--- src/rtl/btb_pkg.sv ---
// Shared types and field positions for the BTB lookup pipeline.
// Optional feature macro: BTB_READ_BYPASS_EN (write-side set bypass).
package btb_pkg;

    localparam int TAG_W = 27;
    localparam int IDX_W = 3;
    localparam int TGT_W = 32;
    localparam int PC_W  = 32;
    localparam int WAY_W = 64;
    localparam int SET_W = 2 * WAY_W;

    // PC field split
    localparam int PC_TAG_LO = 5;
    localparam int PC_IDX_LO = 2;

    // Way halves inside the 128-bit set: way 1 is the upper half
    localparam int WAY1_HI = 127;
    localparam int WAY1_LO = 64;
    localparam int WAY2_HI = 63;
    localparam int WAY2_LO = 0;

    // Field positions inside one 64-bit way
    localparam int WAY_VALID_BIT = 63;
    localparam int WAY_TAG_HI    = 62;
    localparam int WAY_TAG_LO    = 36;
    localparam int WAY_TGT_HI    = 35;
    localparam int WAY_TGT_LO    = 4;
    localparam int WAY_FSM_HI    = 3;
    localparam int WAY_FSM_LO    = 2;
    localparam int WAY_RSVD_HI   = 1;
    localparam int WAY_RSVD_LO   = 0;

    typedef struct packed {
        logic             valid;
        logic [TAG_W-1:0] tag;
        logic [TGT_W-1:0] target;
        logic [1:0]       fsm;
        logic [1:0]       rsvd;
    } btb_way_t;

    // One unresolved lookup, captured at the end of S2
    typedef struct packed {
        logic [IDX_W-1:0] index;
        logic [SET_W-1:0] set;
        logic [TAG_W-1:0] tag;
        logic             hit1;
        logic             hit2;
        logic             lru;
        logic [PC_W-1:0]  pc;
    } btb_inflight_t;

    // Bundle handed to the BTB write side at resolution
    typedef struct packed {
        logic [IDX_W-1:0] index;
        logic [SET_W-1:0] old_set;
        logic [TAG_W-1:0] tag;
        logic             branch1;
        logic             branch2;
        logic             lru_write;
        logic             mispredicted;
    } btb_upd_t;

    function automatic logic [TAG_W-1:0] pc_tag(input logic [PC_W-1:0] pc);
        return pc[PC_W-1:PC_TAG_LO];
    endfunction

    function automatic logic [IDX_W-1:0] pc_index(input logic [PC_W-1:0] pc);
        return pc[PC_TAG_LO-1:PC_IDX_LO];
    endfunction

    function automatic btb_way_t decode_way(input logic [WAY_W-1:0] raw);
        btb_way_t w;
        w.valid  = raw[WAY_VALID_BIT];
        w.tag    = raw[WAY_TAG_HI:WAY_TAG_LO];
        w.target = raw[WAY_TGT_HI:WAY_TGT_LO];
        w.fsm    = raw[WAY_FSM_HI:WAY_FSM_LO];
        w.rsvd   = raw[WAY_RSVD_HI:WAY_RSVD_LO];
        return w;
    endfunction

endpackage

--- src/rtl/btb_read_pipe_if.sv ---
// Signal bundle between the BTB lookup pipe and its environment
// (fetch, set memory, resolution, write side).
// Optional feature macro: BTB_READ_BYPASS_EN (wr_* ports only matter when defined).
interface btb_read_pipe_if;
    import btb_pkg::*;

    logic                lookup_valid;
    logic [PC_W-1:0]     lookup_pc;
    logic                lookup_ready;
    logic                flush;
    logic [IDX_W-1:0]    mem_raddr;
    logic [SET_W-1:0]    mem_rdata;
    logic                lru_rdata;
    logic                pred_valid;
    logic                pred_hit;
    logic                pred_taken;
    logic [TGT_W-1:0]    pred_target;
    logic                resolve_valid;
    logic                resolve_mispredicted;
    logic                upd_valid;
    logic [IDX_W-1:0]    upd_index;
    logic [SET_W-1:0]    upd_old_set;
    logic [TAG_W-1:0]    upd_tag;
    logic                upd_branch1;
    logic                upd_branch2;
    logic                upd_lru_write;
    logic                upd_mispredicted;
    logic                wr_en;
    logic [IDX_W-1:0]    wr_index;
    logic [SET_W-1:0]    wr_set;

    // Environment side
    modport master (
        output lookup_valid, lookup_pc, flush, mem_rdata, lru_rdata,
               resolve_valid, resolve_mispredicted, wr_en, wr_index, wr_set,
        input  lookup_ready, mem_raddr, pred_valid, pred_hit, pred_taken, pred_target,
               upd_valid, upd_index, upd_old_set, upd_tag, upd_branch1, upd_branch2,
               upd_lru_write, upd_mispredicted
    );

    // Lookup pipe side
    modport slave (
        input  lookup_valid, lookup_pc, flush, mem_rdata, lru_rdata,
               resolve_valid, resolve_mispredicted, wr_en, wr_index, wr_set,
        output lookup_ready, mem_raddr, pred_valid, pred_hit, pred_taken, pred_target,
               upd_valid, upd_index, upd_old_set, upd_tag, upd_branch1, upd_branch2,
               upd_lru_write, upd_mispredicted
    );

endinterface

--- src/rtl/btb_inflight_fifo.sv ---
// Circular queue of unresolved lookups, oldest popped first, with flush.
// Optional feature macro: BTB_READ_BYPASS_EN -- a write-side set write
// refreshes every queued entry with the same index.
module btb_inflight_fifo
    import btb_pkg::*;
#(
    parameter  int DEPTH = 4,
    localparam int PTR_W = $clog2(DEPTH),
    localparam int CNT_W = PTR_W + 1
) (
    input  logic              clk,
    input  logic              rst,
    input  logic              flush,
    input  logic              push,
    input  btb_inflight_t     push_entry,
    input  logic              pop,
    output btb_inflight_t     pop_entry,
    output logic [CNT_W-1:0]  count
`ifdef BTB_READ_BYPASS_EN
    ,
    input  logic              wr_en,
    input  logic [IDX_W-1:0]  wr_index,
    input  logic [SET_W-1:0]  wr_set
`endif
);

    btb_inflight_t    mem_q [DEPTH];
    btb_inflight_t    mem_d [DEPTH];
    logic [PTR_W-1:0] wr_ptr_q, wr_ptr_d;
    logic [PTR_W-1:0] rd_ptr_q, rd_ptr_d;
    logic [CNT_W-1:0] count_q,  count_d;

    // Pointer and occupancy next state; pointers wrap naturally (DEPTH is a power of 2)
    always_comb begin
        // NOTE: every output of a combinational block gets a default first, so no path leaves it unassigned and no latch is inferred.
        wr_ptr_d = wr_ptr_q;
        rd_ptr_d = rd_ptr_q;
        count_d  = count_q;
        if (flush) begin
            wr_ptr_d = '0;
            rd_ptr_d = '0;
            count_d  = '0;
        end else begin
            if (push) wr_ptr_d = wr_ptr_q + PTR_W'(1);
            if (pop)  rd_ptr_d = rd_ptr_q + PTR_W'(1);
            case ({push, pop})
                2'b10:   count_d = count_q + CNT_W'(1);
                2'b01:   count_d = count_q - CNT_W'(1);
                default: count_d = count_q;
            endcase
        end
    end

    // Storage next state: optional refresh of matching entries, then the new entry
    always_comb begin
        mem_d = mem_q;
`ifdef BTB_READ_BYPASS_EN
        if (wr_en) begin
            for (int i = 0; i < DEPTH; i++) begin
                if (mem_q[i].index == wr_index) mem_d[i].set = wr_set;
            end
        end
`endif
        if (push) mem_d[wr_ptr_q] = push_entry;
    end

    // Head entry; a write landing on the popped entry's index is forwarded too
    always_comb begin
        pop_entry = mem_q[rd_ptr_q];
`ifdef BTB_READ_BYPASS_EN
        if (wr_en && pop_entry.index == wr_index) pop_entry.set = wr_set;
`endif
    end

    // Control state registers
    always_ff @(posedge clk) begin
        // NOTE: sequential state uses non-blocking assignments so every flop samples pre-edge values regardless of block ordering.
        if (rst) begin
            wr_ptr_q <= '0;
            rd_ptr_q <= '0;
            count_q  <= '0;
        end else begin
            wr_ptr_q <= wr_ptr_d;
            rd_ptr_q <= rd_ptr_d;
            count_q  <= count_d;
        end
    end

    // Entry storage
    always_ff @(posedge clk) begin
        // NOTE: the storage array has no reset; an entry is only read after it was written, and the count alone defines validity.
        mem_q <= mem_d;
    end

    assign count = count_q;

endmodule

--- src/rtl/btb_read_pipe.sv ---
// Lookup side of the 2-way BTB: S1 registers the PC and drives the set
// address, S2 compares tags on the returned set, registers the prediction
// and queues the lookup until the branch resolves.
// Optional feature macro: BTB_READ_BYPASS_EN -- a same-cycle set write from
// the write side replaces stale memory data in S2 and in the queue.
module btb_read_pipe
    import btb_pkg::*;
#(
    parameter int INFLIGHT_DEPTH = 4
) (
    input  logic            clk,
    input  logic            rst,
    btb_read_pipe_if.slave  bus
);

    localparam int CNT_W = $clog2(INFLIGHT_DEPTH) + 1;

    // S1 holds the accepted PC while the set memory is read
    logic             s1_valid_q, s1_valid_d;
    logic [PC_W-1:0]  s1_pc_q,    s1_pc_d;

    logic             pred_valid_q,  pred_valid_d;
    logic             pred_hit_q,    pred_hit_d;
    logic             pred_taken_q,  pred_taken_d;
    logic [TGT_W-1:0] pred_target_q, pred_target_d;

    logic             upd_valid_q, upd_valid_d;
    btb_upd_t         upd_q,       upd_d;

    logic [SET_W-1:0] s2_set;
    btb_way_t         way1, way2;
    logic             hit1, hit2;
    logic             s2_fire;
    logic             accept;
    logic             pop;
    logic [CNT_W-1:0] fifo_count;
    logic [CNT_W:0]   occupancy;
    btb_inflight_t    push_entry;
    btb_inflight_t    pop_entry;

    // Ready only looks at registered occupancy; a same-cycle resolve earns no credit
    assign occupancy        = {1'b0, fifo_count} + (CNT_W + 1)'(s1_valid_q);
    assign bus.lookup_ready = !bus.flush && (occupancy < (CNT_W + 1)'(INFLIGHT_DEPTH));
    assign bus.mem_raddr    = pc_index(bus.lookup_pc);
    assign accept           = bus.lookup_valid && bus.lookup_ready;
    assign s2_fire          = s1_valid_q && !bus.flush;
    assign pop              = bus.resolve_valid && (fifo_count != '0);

    // S2 set selection and tag compare
    always_comb begin
        s2_set = bus.mem_rdata;
`ifdef BTB_READ_BYPASS_EN
        if (bus.wr_en && bus.wr_index == pc_index(s1_pc_q)) s2_set = bus.wr_set;
`endif
        way1 = decode_way(s2_set[WAY1_HI:WAY1_LO]);
        way2 = decode_way(s2_set[WAY2_HI:WAY2_LO]);
        hit1 = way1.valid && (way1.tag == pc_tag(s1_pc_q));
        hit2 = way2.valid && (way2.tag == pc_tag(s1_pc_q));
    end

    // S1 capture; a flush leaves S1 empty because ready is low that cycle
    always_comb begin
        s1_valid_d = accept;
        s1_pc_d    = accept ? bus.lookup_pc : s1_pc_q;
    end

    // Prediction: way 1 wins a double hit, miss falls through to PC+4
    always_comb begin
        pred_valid_d  = 1'b0;
        pred_hit_d    = pred_hit_q;
        pred_taken_d  = pred_taken_q;
        pred_target_d = pred_target_q;
        if (s2_fire) begin
            pred_valid_d = 1'b1;
            pred_hit_d   = hit1 || hit2;
            if (hit1) begin
                pred_taken_d  = way1.fsm[1];
                pred_target_d = way1.target;
            end else if (hit2) begin
                pred_taken_d  = way2.fsm[1];
                pred_target_d = way2.target;
            end else begin
                pred_taken_d  = 1'b0;
                pred_target_d = s1_pc_q + 32'd4;
            end
        end
    end

    // Queue entry built from the S2 result
    always_comb begin
        push_entry.index = pc_index(s1_pc_q);
        push_entry.set   = s2_set;
        push_entry.tag   = pc_tag(s1_pc_q);
        push_entry.hit1  = hit1;
        push_entry.hit2  = hit2 && !hit1;
        push_entry.lru   = bus.lru_rdata;
        push_entry.pc    = s1_pc_q;
    end

    // Update bundle from the popped entry; fields hold between pulses
    always_comb begin
        upd_valid_d = pop;
        upd_d       = upd_q;
        if (pop) begin
            upd_d.index        = pop_entry.index;
            upd_d.old_set      = pop_entry.set;
            upd_d.tag          = pop_entry.tag;
            upd_d.branch1      = pop_entry.hit1;
            upd_d.branch2      = pop_entry.hit2;
            upd_d.lru_write    = pop_entry.lru;
            upd_d.mispredicted = bus.resolve_mispredicted;
        end
    end

    // Pipeline and output registers
    always_ff @(posedge clk) begin
        if (rst) begin
            s1_valid_q    <= 1'b0;
            s1_pc_q       <= '0;
            pred_valid_q  <= 1'b0;
            pred_hit_q    <= 1'b0;
            pred_taken_q  <= 1'b0;
            pred_target_q <= '0;
            upd_valid_q   <= 1'b0;
            upd_q         <= '0;
        end else begin
            s1_valid_q    <= s1_valid_d;
            s1_pc_q       <= s1_pc_d;
            pred_valid_q  <= pred_valid_d;
            pred_hit_q    <= pred_hit_d;
            pred_taken_q  <= pred_taken_d;
            pred_target_q <= pred_target_d;
            upd_valid_q   <= upd_valid_d;
            upd_q         <= upd_d;
        end
    end

    btb_inflight_fifo #(
        .DEPTH      (INFLIGHT_DEPTH)
    ) u_fifo (
        .clk        (clk),
        .rst        (rst),
        .flush      (bus.flush),
        .push       (s2_fire),
        .push_entry (push_entry),
        .pop        (pop),
        .pop_entry  (pop_entry),
        .count      (fifo_count)
`ifdef BTB_READ_BYPASS_EN
        ,
        .wr_en      (bus.wr_en),
        .wr_index   (bus.wr_index),
        .wr_set     (bus.wr_set)
`endif
    );

    assign bus.pred_valid       = pred_valid_q;
    assign bus.pred_hit         = pred_hit_q;
    assign bus.pred_taken       = pred_taken_q;
    assign bus.pred_target      = pred_target_q;
    assign bus.upd_valid        = upd_valid_q;
    assign bus.upd_index        = upd_q.index;
    assign bus.upd_old_set      = upd_q.old_set;
    assign bus.upd_tag          = upd_q.tag;
    assign bus.upd_branch1      = upd_q.branch1;
    assign bus.upd_branch2      = upd_q.branch2;
    assign bus.upd_lru_write    = upd_q.lru_write;
    assign bus.upd_mispredicted = upd_q.mispredicted;

    // Fields carried for completeness but not consumed here
    logic unused_bits;
`ifdef BTB_READ_BYPASS_EN
    assign unused_bits = ^{pop_entry.pc, way1.rsvd, way2.rsvd, way1.fsm[0], way2.fsm[0]};
`else
    assign unused_bits = ^{pop_entry.pc, way1.rsvd, way2.rsvd, way1.fsm[0], way2.fsm[0],
                           bus.wr_en, bus.wr_index, bus.wr_set};
`endif

endmodule
--- src/flat_wrapper.sv ---
// flat-port wrapper written by rule: the top's interface ports become plain ports
module btb_read_pipe_flat import btb_pkg::*;
#(
    parameter int INFLIGHT_DEPTH = 4
)
  (clk, rst, bus_lookup_valid, bus_lookup_pc, bus_flush, bus_mem_rdata, bus_lru_rdata, bus_resolve_valid, bus_resolve_mispredicted, bus_wr_en, bus_wr_index, bus_wr_set, bus_lookup_ready, bus_mem_raddr, bus_pred_valid, bus_pred_hit, bus_pred_taken, bus_pred_target, bus_upd_valid, bus_upd_index, bus_upd_old_set, bus_upd_tag, bus_upd_branch1, bus_upd_branch2, bus_upd_lru_write, bus_upd_mispredicted);
  btb_read_pipe_if bus_i ();
  input  logic clk;
  input  logic rst;
  input wire logic [$bits(bus_i.lookup_valid)-1:0] bus_lookup_valid;
  input wire logic [$bits(bus_i.lookup_pc)-1:0] bus_lookup_pc;
  input wire logic [$bits(bus_i.flush)-1:0] bus_flush;
  input wire logic [$bits(bus_i.mem_rdata)-1:0] bus_mem_rdata;
  input wire logic [$bits(bus_i.lru_rdata)-1:0] bus_lru_rdata;
  input wire logic [$bits(bus_i.resolve_valid)-1:0] bus_resolve_valid;
  input wire logic [$bits(bus_i.resolve_mispredicted)-1:0] bus_resolve_mispredicted;
  input wire logic [$bits(bus_i.wr_en)-1:0] bus_wr_en;
  input wire logic [$bits(bus_i.wr_index)-1:0] bus_wr_index;
  input wire logic [$bits(bus_i.wr_set)-1:0] bus_wr_set;
  output wire logic [$bits(bus_i.lookup_ready)-1:0] bus_lookup_ready;
  output wire logic [$bits(bus_i.mem_raddr)-1:0] bus_mem_raddr;
  output wire logic [$bits(bus_i.pred_valid)-1:0] bus_pred_valid;
  output wire logic [$bits(bus_i.pred_hit)-1:0] bus_pred_hit;
  output wire logic [$bits(bus_i.pred_taken)-1:0] bus_pred_taken;
  output wire logic [$bits(bus_i.pred_target)-1:0] bus_pred_target;
  output wire logic [$bits(bus_i.upd_valid)-1:0] bus_upd_valid;
  output wire logic [$bits(bus_i.upd_index)-1:0] bus_upd_index;
  output wire logic [$bits(bus_i.upd_old_set)-1:0] bus_upd_old_set;
  output wire logic [$bits(bus_i.upd_tag)-1:0] bus_upd_tag;
  output wire logic [$bits(bus_i.upd_branch1)-1:0] bus_upd_branch1;
  output wire logic [$bits(bus_i.upd_branch2)-1:0] bus_upd_branch2;
  output wire logic [$bits(bus_i.upd_lru_write)-1:0] bus_upd_lru_write;
  output wire logic [$bits(bus_i.upd_mispredicted)-1:0] bus_upd_mispredicted;
  assign bus_i.lookup_valid = bus_lookup_valid;
  assign bus_i.lookup_pc = bus_lookup_pc;
  assign bus_i.flush = bus_flush;
  assign bus_i.mem_rdata = bus_mem_rdata;
  assign bus_i.lru_rdata = bus_lru_rdata;
  assign bus_i.resolve_valid = bus_resolve_valid;
  assign bus_i.resolve_mispredicted = bus_resolve_mispredicted;
  assign bus_i.wr_en = bus_wr_en;
  assign bus_i.wr_index = bus_wr_index;
  assign bus_i.wr_set = bus_wr_set;
  assign bus_lookup_ready = bus_i.lookup_ready;
  assign bus_mem_raddr = bus_i.mem_raddr;
  assign bus_pred_valid = bus_i.pred_valid;
  assign bus_pred_hit = bus_i.pred_hit;
  assign bus_pred_taken = bus_i.pred_taken;
  assign bus_pred_target = bus_i.pred_target;
  assign bus_upd_valid = bus_i.upd_valid;
  assign bus_upd_index = bus_i.upd_index;
  assign bus_upd_old_set = bus_i.upd_old_set;
  assign bus_upd_tag = bus_i.upd_tag;
  assign bus_upd_branch1 = bus_i.upd_branch1;
  assign bus_upd_branch2 = bus_i.upd_branch2;
  assign bus_upd_lru_write = bus_i.upd_lru_write;
  assign bus_upd_mispredicted = bus_i.upd_mispredicted;
  btb_read_pipe #(.INFLIGHT_DEPTH(INFLIGHT_DEPTH)) u_core (.clk(clk), .rst(rst), .bus(bus_i));
endmodule
--- config.mk ---
export PLATFORM = sky130hd
export DESIGN_NAME = btb_read_pipe_flat
export DESIGN_NICKNAME = d
export VERILOG_FILES = /design/src/rtl/btb_pkg.sv /design/src/rtl/btb_read_pipe_if.sv /design/src/rtl/btb_inflight_fifo.sv /design/src/rtl/btb_read_pipe.sv /design/src/flat_wrapper.sv
export SDC_FILE = /design/constraint.sdc
export NUM_CORES = 1
export LEC_CHECK = 0
export BUFFER_PORTS_ARGS = -buffer_cell sky130_fd_sc_hd__clkbuf_2
export CELL_PAD_IN_SITES_DETAIL_PLACEMENT = 2
export CELL_PAD_IN_SITES_GLOBAL_PLACEMENT = 2
export CORE_MARGIN = 2
export CORE_UTILIZATION = 40
export DETAILED_ROUTE_END_ITERATION = 8
export PLACE_DENSITY = 0.76
export RECOVER_POWER = 50
export SYNTH_ARGS = -nofsm -noshare
export SYNTH_HDL_FRONTEND = slang
export SYNTH_SLANG_ARGS = --single-unit
--- constraint.sdc ---
create_clock -name clk -period 7.45 [get_ports clk]
set_input_delay 1.49 -clock clk [delete_from_list [all_inputs] [get_ports clk]]
set_output_delay 1.49 -clock clk [all_outputs]
set_load 0.01 [all_outputs]
==> impl_metrics.env, run 1 <==
export IMPL_status="complete, but fails checks"
export IMPL_violations="max-capacitance violations, max-slew violations"
export IMPL_slew_headroom=-0.900
export IMPL_place_congestion=0.824
export IMPL_hpwlAfterDp_um=69700
export IMPL_p_per_area_nw_per_um2=269
export IMPL_htree_levels=3
export IMPL_fillers=7999
export IMPL_cts_tree="built"
export IMPL_required_ns=7.98
export IMPL_netlist_area_leader_share=0.577
export IMPL_synth_edf_count=644
export IMPL_grt_first_pass_wirelength_um=162000
export IMPL_synth_largest_area_cell="edfxtp_1"
export IMPL_antenna_found_initial=14
export IMPL_nets=2828
export IMPL_die_w_um=293
export IMPL_ys_seq_elements=882
export IMPL_p_total_uw=10600
export IMPL_finalHoldViolCount=0
export IMPL_synthTopCellsByCount="edfxtp_1 (644), nand2_1 (417), dfxtp_1 (238), a21oi_1 (200), mux4_2 (161)"
export IMPL_via_per_inst=5.60
export IMPL_drv_slew=289
export IMPL_clock_latency_ns=0.68
export IMPL_synth_compound_area_share=0.0464
export IMPL_yosysMostFrequentCell="edfxtp_1"
export IMPL_leakagePower_uw=0.0125
export IMPL_async_reset_ff_frac=0
export IMPL_synthToLayoutAreaGrowth_pct=17.4
export IMPL_dr_total_vias=20663
export IMPL_synthCells=2167
export IMPL_fmax_mhz=186
export IMPL_worst_pin_slew_ns=2.85
export IMPL_yosys_area_share_simple=0.0732
export IMPL_post_cts_buffers=0
export IMPL_skew_ns=0.0407
export IMPL_start_kind="input pin"
export IMPL_mappedNetlistArea_um2=33500
export IMPL_clockBufferDepth=3
export IMPL_finalNonFillerCells=3691
export IMPL_cts_resized=0
export IMPL_yosysWarnings=0
export IMPL_cts_sinks=882
export IMPL_drtIter0Drc=1544
export IMPL_rsz0062_at_grt="no"
export IMPL_finalSetupViolCount=0
export IMPL_grt_max_degree=114
export IMPL_worstPathMaxFanout=113
export IMPL_synthXorXnorAreaFrac=0.0232
export IMPL_place_area_um2=36500
export IMPL_synth_cell_type_count=44
export IMPL_grt_ovfl_total=0
export IMPL_cts_root_buf="clkbuf_16"
export IMPL_synth_area_leaders="edfxtp_1 (58%), dfxtp_1 (14%), mux4_2 (11%)"
export IMPL_core_area_um2=83300
export IMPL_drive_gt1_frac=0.191
export IMPL_dieArea_um2=86100
export IMPL_track_usage=0.258
export IMPL_fin_crit_ns=5.37
export IMPL_synthMuxAreaShare=0.114
export IMPL_cp_end_kind="register"
export IMPL_fp_row_count=106
export IMPL_drt_pass1_iterations=5
export IMPL_routedWlPerCell_um=30.3
export IMPL_avgSynthCellArea_um2=15.5
export IMPL_synthAdderAreaFrac=0.00284
export IMPL_hp_class="reg2reg"
export IMPL_holdBufCountCts=0
export IMPL_worstSetupPathType="in2reg"
export IMPL_drcViolationCount=0
export IMPL_syn_nets=2473
export IMPL_antenna_left=0
export IMPL_vdd_ir_drop_worst_mv=0.175
export IMPL_clk_pin_slew_ns=0.06
export IMPL_seq_area_frac_synth=0.719
export IMPL_ios=501
export IMPL_synth_top_family_by_area="multiplexers"
export IMPL_grt_pass1_vias=22981
export IMPL_fin_tns_setup_ns=0
export IMPL_numPortBuffers=368
export IMPL_fin_crit_sh=0.720
export IMPL_synth_flop_cell="edfxtp_1"
export IMPL_dp_cells=3504
export IMPL_stdcell_area_um2=39300
export IMPL_cap_violations=4
export IMPL_start_util=0.402
export IMPL_drt_wl_total_um=112000
export IMPL_cp_arrival_ns=5.90
export IMPL_numCtsBuffers=96
export IMPL_die_y_um=293
## final cells by class
cell class / count / area (um^2) / area share
clock buffers: 130 / 2670 / 0.0679
flip-flops and latches: 882 / 24100 / 0.613
repair buffers: 405 / 1830 / 0.0464
multi-input cells: 1125 / 8750 / 0.222
clock inverters: 47 / 554 / 0.0141
diodes: 10 / 25.0 / 0.000636
well taps: 1080 / 1350 / 0.0344
inverters: 12 / 50.0 / 0.00127
## final timing paths
path / cells after the start / end / slack (ns) / startpoint
max: 4 / u_core.u_fifo.wr_ptr_q[0] / 2.08 / rst
min: 2 / u_core.bus.upd_old_set[38] / 0.46 / u_core.bus.upd_old_set[38]
max reg2reg: 4 / u_core.u_fifo.mem_q[192] / 2.77 / u_core.s1_valid_q
min reg2reg: 2 / u_core.bus.upd_old_set[38] / 0.46 / u_core.bus.upd_old_set[38]
## sequential cells by signal (all words and copies together), names as in the netlist, 2 cells and up
| signal | cells |
|---|---|
| u_core.bus.upd_tag | 27 |
| u_core.u_fifo.mem_q | 644 |
| u_core.u_fifo.count | 3 |
| u_core.s1_pc_q | 32 |
| u_core.bus.upd_index | 3 |
| u_core.bus.pred_target | 32 |
| u_core.u_fifo.wr_ptr_q | 2 |
| u_core.bus.upd_old_set | 128 |
| u_core.u_fifo.rd_ptr_q | 2 |
## cell families (layout without fill, tap and decap cells)
| family | Yosys count | count (layout) |
|---|---|---|
| fa+ha+maj | 7 | 7 |
| simple gates | 570 | 570 |
| xor+xnor | 82 | 82 |
| flops | 882 | 882 |
| other cells | 0 | 10 |
| buf+inv | 160 | 594 |
| compound gates | 284 | 284 |
| mux | 182 | 182 |
## power breakdown
group | switching (uW) | internal (uW)
Sequential | 37.7 | 5290
Combinational | 229 | 89.7
Clock | 2040 | 2870
Total | 2310 | 8250
## layer usage
metal  GRT usage  share of wire  routed length [um]
met5           0        0.00050                  56
met4      0.0959          0.033                3690
met3      0.0471          0.061                6790
met2       0.441           0.50               56400
met1       0.329           0.40               45000
## cell usage in the layout (no fill, tap or decap), types with 8 or more instances in the layout
master     count
nor2b_1       11
edfxtp_1     644
clkbuf_2     144
xor2_1        43
bufinv_16     10
and3_1        18
mux4_2       161
buf_4         16
nor2_1        22
nor4_1        20
clkinv_1       9
a21oi_1      200
clkbuf_16     96
a211o_1        8
nor3_1        20
dfxtp_1      236
clkbuf_8      14
clkinv_2      14
o21ai_0       34
clkbuf_1     261
a32oi_1       13
nand3_1       17
xnor2_1       31
mux2i_1       21
inv_1         10
nand4_1       18
nand2_1      417
a31oi_1       14
xnor2_2        8
diode_2       10
## critical path, stage by stage
cell	delay (ns)
clkbuf_2	1.49
clkbuf_2	2.22
or2_2	0.48
nor2_1	0.10
## metrics by stage
step                utilization  hold slack (ns)  setup WS [ns]
floorplan                     -            0.436          0.933
global placement          0.438            0.441           3.18
detailed placement        0.438            0.454           3.04
CTS                       0.477            0.462           3.39
global route              0.472            0.476           1.76
finish                    0.472            0.458           2.08
(Power assumes the default switching activity.)
==> run 2, diff against run 1 <==
--- a/config.mk
+++ b/config.mk
@@ -5,13 +5,14 @@
 export SDC_FILE = /design/constraint.sdc
 export NUM_CORES = 1
 export LEC_CHECK = 0
+export ABC_AREA = 1
 export BUFFER_PORTS_ARGS = -buffer_cell sky130_fd_sc_hd__clkbuf_2
 export CELL_PAD_IN_SITES_DETAIL_PLACEMENT = 2
 export CELL_PAD_IN_SITES_GLOBAL_PLACEMENT = 2
 export CORE_MARGIN = 2
-export CORE_UTILIZATION = 40
+export CORE_UTILIZATION = 37
 export DETAILED_ROUTE_END_ITERATION = 8
-export PLACE_DENSITY = 0.76
+export PLACE_DENSITY = 0.78
 export RECOVER_POWER = 50
 export SYNTH_ARGS = -nofsm -noshare
 export SYNTH_HDL_FRONTEND = slang
==> constraint.sdc (replaced) <==
create_clock -name clk -period 5.6 [get_ports clk]
set_input_delay 1.12 -clock clk [delete_from_list [all_inputs] [get_ports clk]]
set_output_delay 1.12 -clock clk [all_outputs]
set_load 0.01 [all_outputs]
==> run 2 against run 1 <==
Against the previous run:
- the run still ends with max-capacitance violations, max-slew violations left
- synthesized cell count is 52% higher
- area after synthesis is 4.4% higher
- power is 34% higher
- non-clock buffer count is 1 lower
- global-route usage is 0.62 points higher
- worst setup slack worse by 0.29 ns
- die area is 13% higher
- count of clock-buffer cells in the layout is 10 higher
- critical endpoint is now u_core.u_fifo.mem_q[745]
- largest power group unchanged
==> impl_metrics.env, run 2 <==
export IMPL_layout_common_cells="nor2_1 (802), edfxtp_1 (644), o21ai_0 (523)"
export IMPL_avgSynthCellArea_um2=10.6
export IMPL_skew_ns=0.0368
export IMPL_cts_sinks=882
export IMPL_htree_levels=3
export IMPL_grt_first_pass_wirelength_um=192000
export IMPL_top_register="u_core.u_fifo.mem_q"
export IMPL_die_w_um=311
export IMPL_hpwlAfterDp_um=82900
export IMPL_async_reset_ff_frac=0
export IMPL_clk_pin_slew_ns=0.07
export IMPL_place_congestion=0.863
export IMPL_yosysMostFrequentCell="nor2_1"
export IMPL_netSwitchingPower_uw=3230
export IMPL_drcViolationCount=0
export IMPL_hp_class="reg2reg"
export IMPL_track_usage=0.264
export IMPL_post_cts_buffers=0
export IMPL_fin_crit_ns=3.81
export IMPL_drt_wl_total_um=130000
export IMPL_core_area_um2=93500
export IMPL_die_y_um=311
export IMPL_yosysWarnings=0
export IMPL_holdBufCountCts=0
export IMPL_required_ns=5.81
export IMPL_place_area_um2=38000
export IMPL_grt_max_degree=182
export IMPL_synth_cell_type_count=33
export IMPL_p_sw_frac=0.228
export IMPL_start_kind="input pin"
export IMPL_power_frac_clock=0.446
export IMPL_fp_row_count=112
export IMPL_power_frac_comb=0.045
export IMPL_violations="max-capacitance violations, max-slew violations"
export IMPL_leakagePower_uw=0.0145
export IMPL_cts_root_buf="clkbuf_16"
export IMPL_synthTopCellsByCount="nor2_1 (806), edfxtp_1 (644), o21ai_0 (523), nand2_1 (309), dfxtp_1 (238)"
export IMPL_synth_edf_count=644
export IMPL_seq_power_share=0.509
export IMPL_slowest_delay_ns=1.55
export IMPL_finalHoldViolCount=0
export IMPL_p_total_uw=14200
export IMPL_grt_pass1_vias=28659
export IMPL_cp_slowest_cell="clkbuf_2"
export IMPL_finish_utilization=0.436
export IMPL_start_util=0.374
export IMPL_largest_register_ffs=644
export IMPL_seq_area_frac_synth=0.689
export IMPL_syn_nets=3607
export IMPL_fillers=9880
export IMPL_via_per_inst=5.43
export IMPL_vdd_ir_drop_worst_mv=0.213
export IMPL_p_per_area_nw_per_um2=348
export IMPL_netlist_area_leader_share=0.553
export IMPL_status="complete, but fails checks"
export IMPL_grt_ovfl_total=0
export IMPL_nets=3906
export IMPL_drtIter0Drc=1859
export IMPL_routedWlPerCell_um=26.3
export IMPL_ios=501
export IMPL_slew_headroom=-0.487
export IMPL_mappedNetlistArea_um2=35000
export IMPL_clock_latency_ns=0.67
export IMPL_ys_seq_elements=882
export IMPL_cts_tree="built"
export IMPL_drive_gt1_frac=0.0801
export IMPL_dp_cells=4757
export IMPL_synthToLayoutAreaGrowth_pct=16.6
export IMPL_synth_largest_area_cell="edfxtp_1"
export IMPL_finalNonFillerCells=4953
export IMPL_dr_total_vias=26886
export IMPL_final_common_cell="nor2_1"
export IMPL_drt_pass1_iterations=5
export IMPL_synthCells=3301
export IMPL_worstPathCellList="clkbuf_1 > nor2_4 > buf_4 > inv_1 > nor2_1 > clkbuf_2"
export IMPL_antenna_left=0
export IMPL_cap_violations=2
export IMPL_numPortBuffers=368
export IMPL_critPathTopFamily="buffers and inverters"
export IMPL_cp_end_kind="register"
export IMPL_finalSetupViolCount=0
export IMPL_fin_crit_sh=0.680
export IMPL_crit_buf_inv=4
export IMPL_worstPathMaxFanout=66
export IMPL_synth_flop_cell="edfxtp_1"
export IMPL_intPower_uw=10900
export IMPL_antenna_found_initial=20
export IMPL_drv_slew=107
export IMPL_clockBufferDepth=3
export IMPL_cts_resized=0
export IMPL_worstSetupPathType="in2reg"
export IMPL_numCtsBuffers=95
export IMPL_cp_arrival_ns=4.02
export IMPL_synth_area_leaders="edfxtp_1 (55%), dfxtp_1 (14%), nor2_1 (8.6%)"
export IMPL_fmax_mhz=263
export IMPL_worst_pin_slew_ns=2.23
export IMPL_rsz0062_at_grt="no"
export IMPL_dieArea_um2=97000
export IMPL_fin_tns_setup_ns=0
export IMPL_stdcell_area_um2=40800
-- run 2: changes by cell type in the layout (fill, tap and decap cells not counted), sizes merged, moves of 123 or more --
cell and delta:
a21oi -123, a31oi +147, inv +138, mux4 -161, nor2 +788, o21ai +487
-- run 2: metal layers --
| metal | vias to the layer above | global-route usage | routed length, um |
|---|---|---|---|
| met5 | - | 0 | 61 |
| met4 | 10 | 0.105 | 4710 |
| met3 | 208 | 0.0370 | 6320 |
| met2 | 745 | 0.445 | 63300 |
| met1 | 13875 | 0.344 | 56000 |
| li1 | 12048 | - | - |
-- run 2: area by class of cell --
class | count | area (um^2) | share of cell area
multi-input cells | 2063 | 9430 | 0.231
inverters | 154 | 603 | 0.0148
clock buffers | 140 | 2830 | 0.0695
well taps | 1254 | 1570 | 0.0385
flip-flops and latches | 882 | 24100 | 0.591
clock inverters | 39 | 315 | 0.00773
diodes | 17 | 42.5 | 0.00104
repair buffers | 404 | 1870 | 0.0459
-- run 2: worst register-to-register path: stages, from the launching register on --
cell and delay [ns]:
dfxtp_1 0.32, inv_1 0.11, nor2_4 0.10, buf_4 0.41, inv_1 0.25, nor2_1 0.29
clkbuf_2 1.55
-- run 2: cell families after synthesis --
| logic type | Yosys count | synth area share |
|---|---|---|
| compound gates | 765 | 0.115 |
| xor+xnor | 25 | 0.00626 |
| fa+ha+maj | 7 | 0.00272 |
| buf+inv | 356 | 0.0422 |
| flops | 882 | 0.689 |
| simple gates | 1266 | 0.144 |
-- run 2: path summary, 6_finish.rpt --
check                                        from                        to  slack, ns  cells past startpoint
worst max-delay path                    bus_flush  u_core.u_fifo.mem_q[745]       1.79                      6
worst min-delay path            u_core.s1_pc_q[1]         u_core.s1_pc_q[1]       0.47                      2
worst max register to register  u_core.s1_valid_q  u_core.u_fifo.mem_q[745]       1.98                      6
worst min register to register  u_core.s1_pc_q[1]         u_core.s1_pc_q[1]       0.47                      2
-- run 2: per-stage QoR --
| stage | hold WS (ns) | worst slack [ns] |
|---|---|---|
| floorplan | 0.440 | -0.814 |
| global placement | 0.454 | 1.50 |
| detailed placement | 0.456 | 1.45 |
| CTS | 0.466 | 2.14 |
| global route | 0.490 | 1.64 |
| finish | 0.470 | 1.79 |
-- run 2: power groups by stage --
| stage | Sequential (uW) | Combinational, uW | Clock [uW] |
|---|---|---|---|
| final | 7210 | 643 | 6320 |
| after global routing | 7210 | 705 | 6690 |
| after CTS | 7200 | 671 | 6430 |
| after detailed placement | 7340 | 663 | 0 |
| after global placement | 7330 | 637 | 0 |
| after floorplan | 7300 | 286 | 0 |
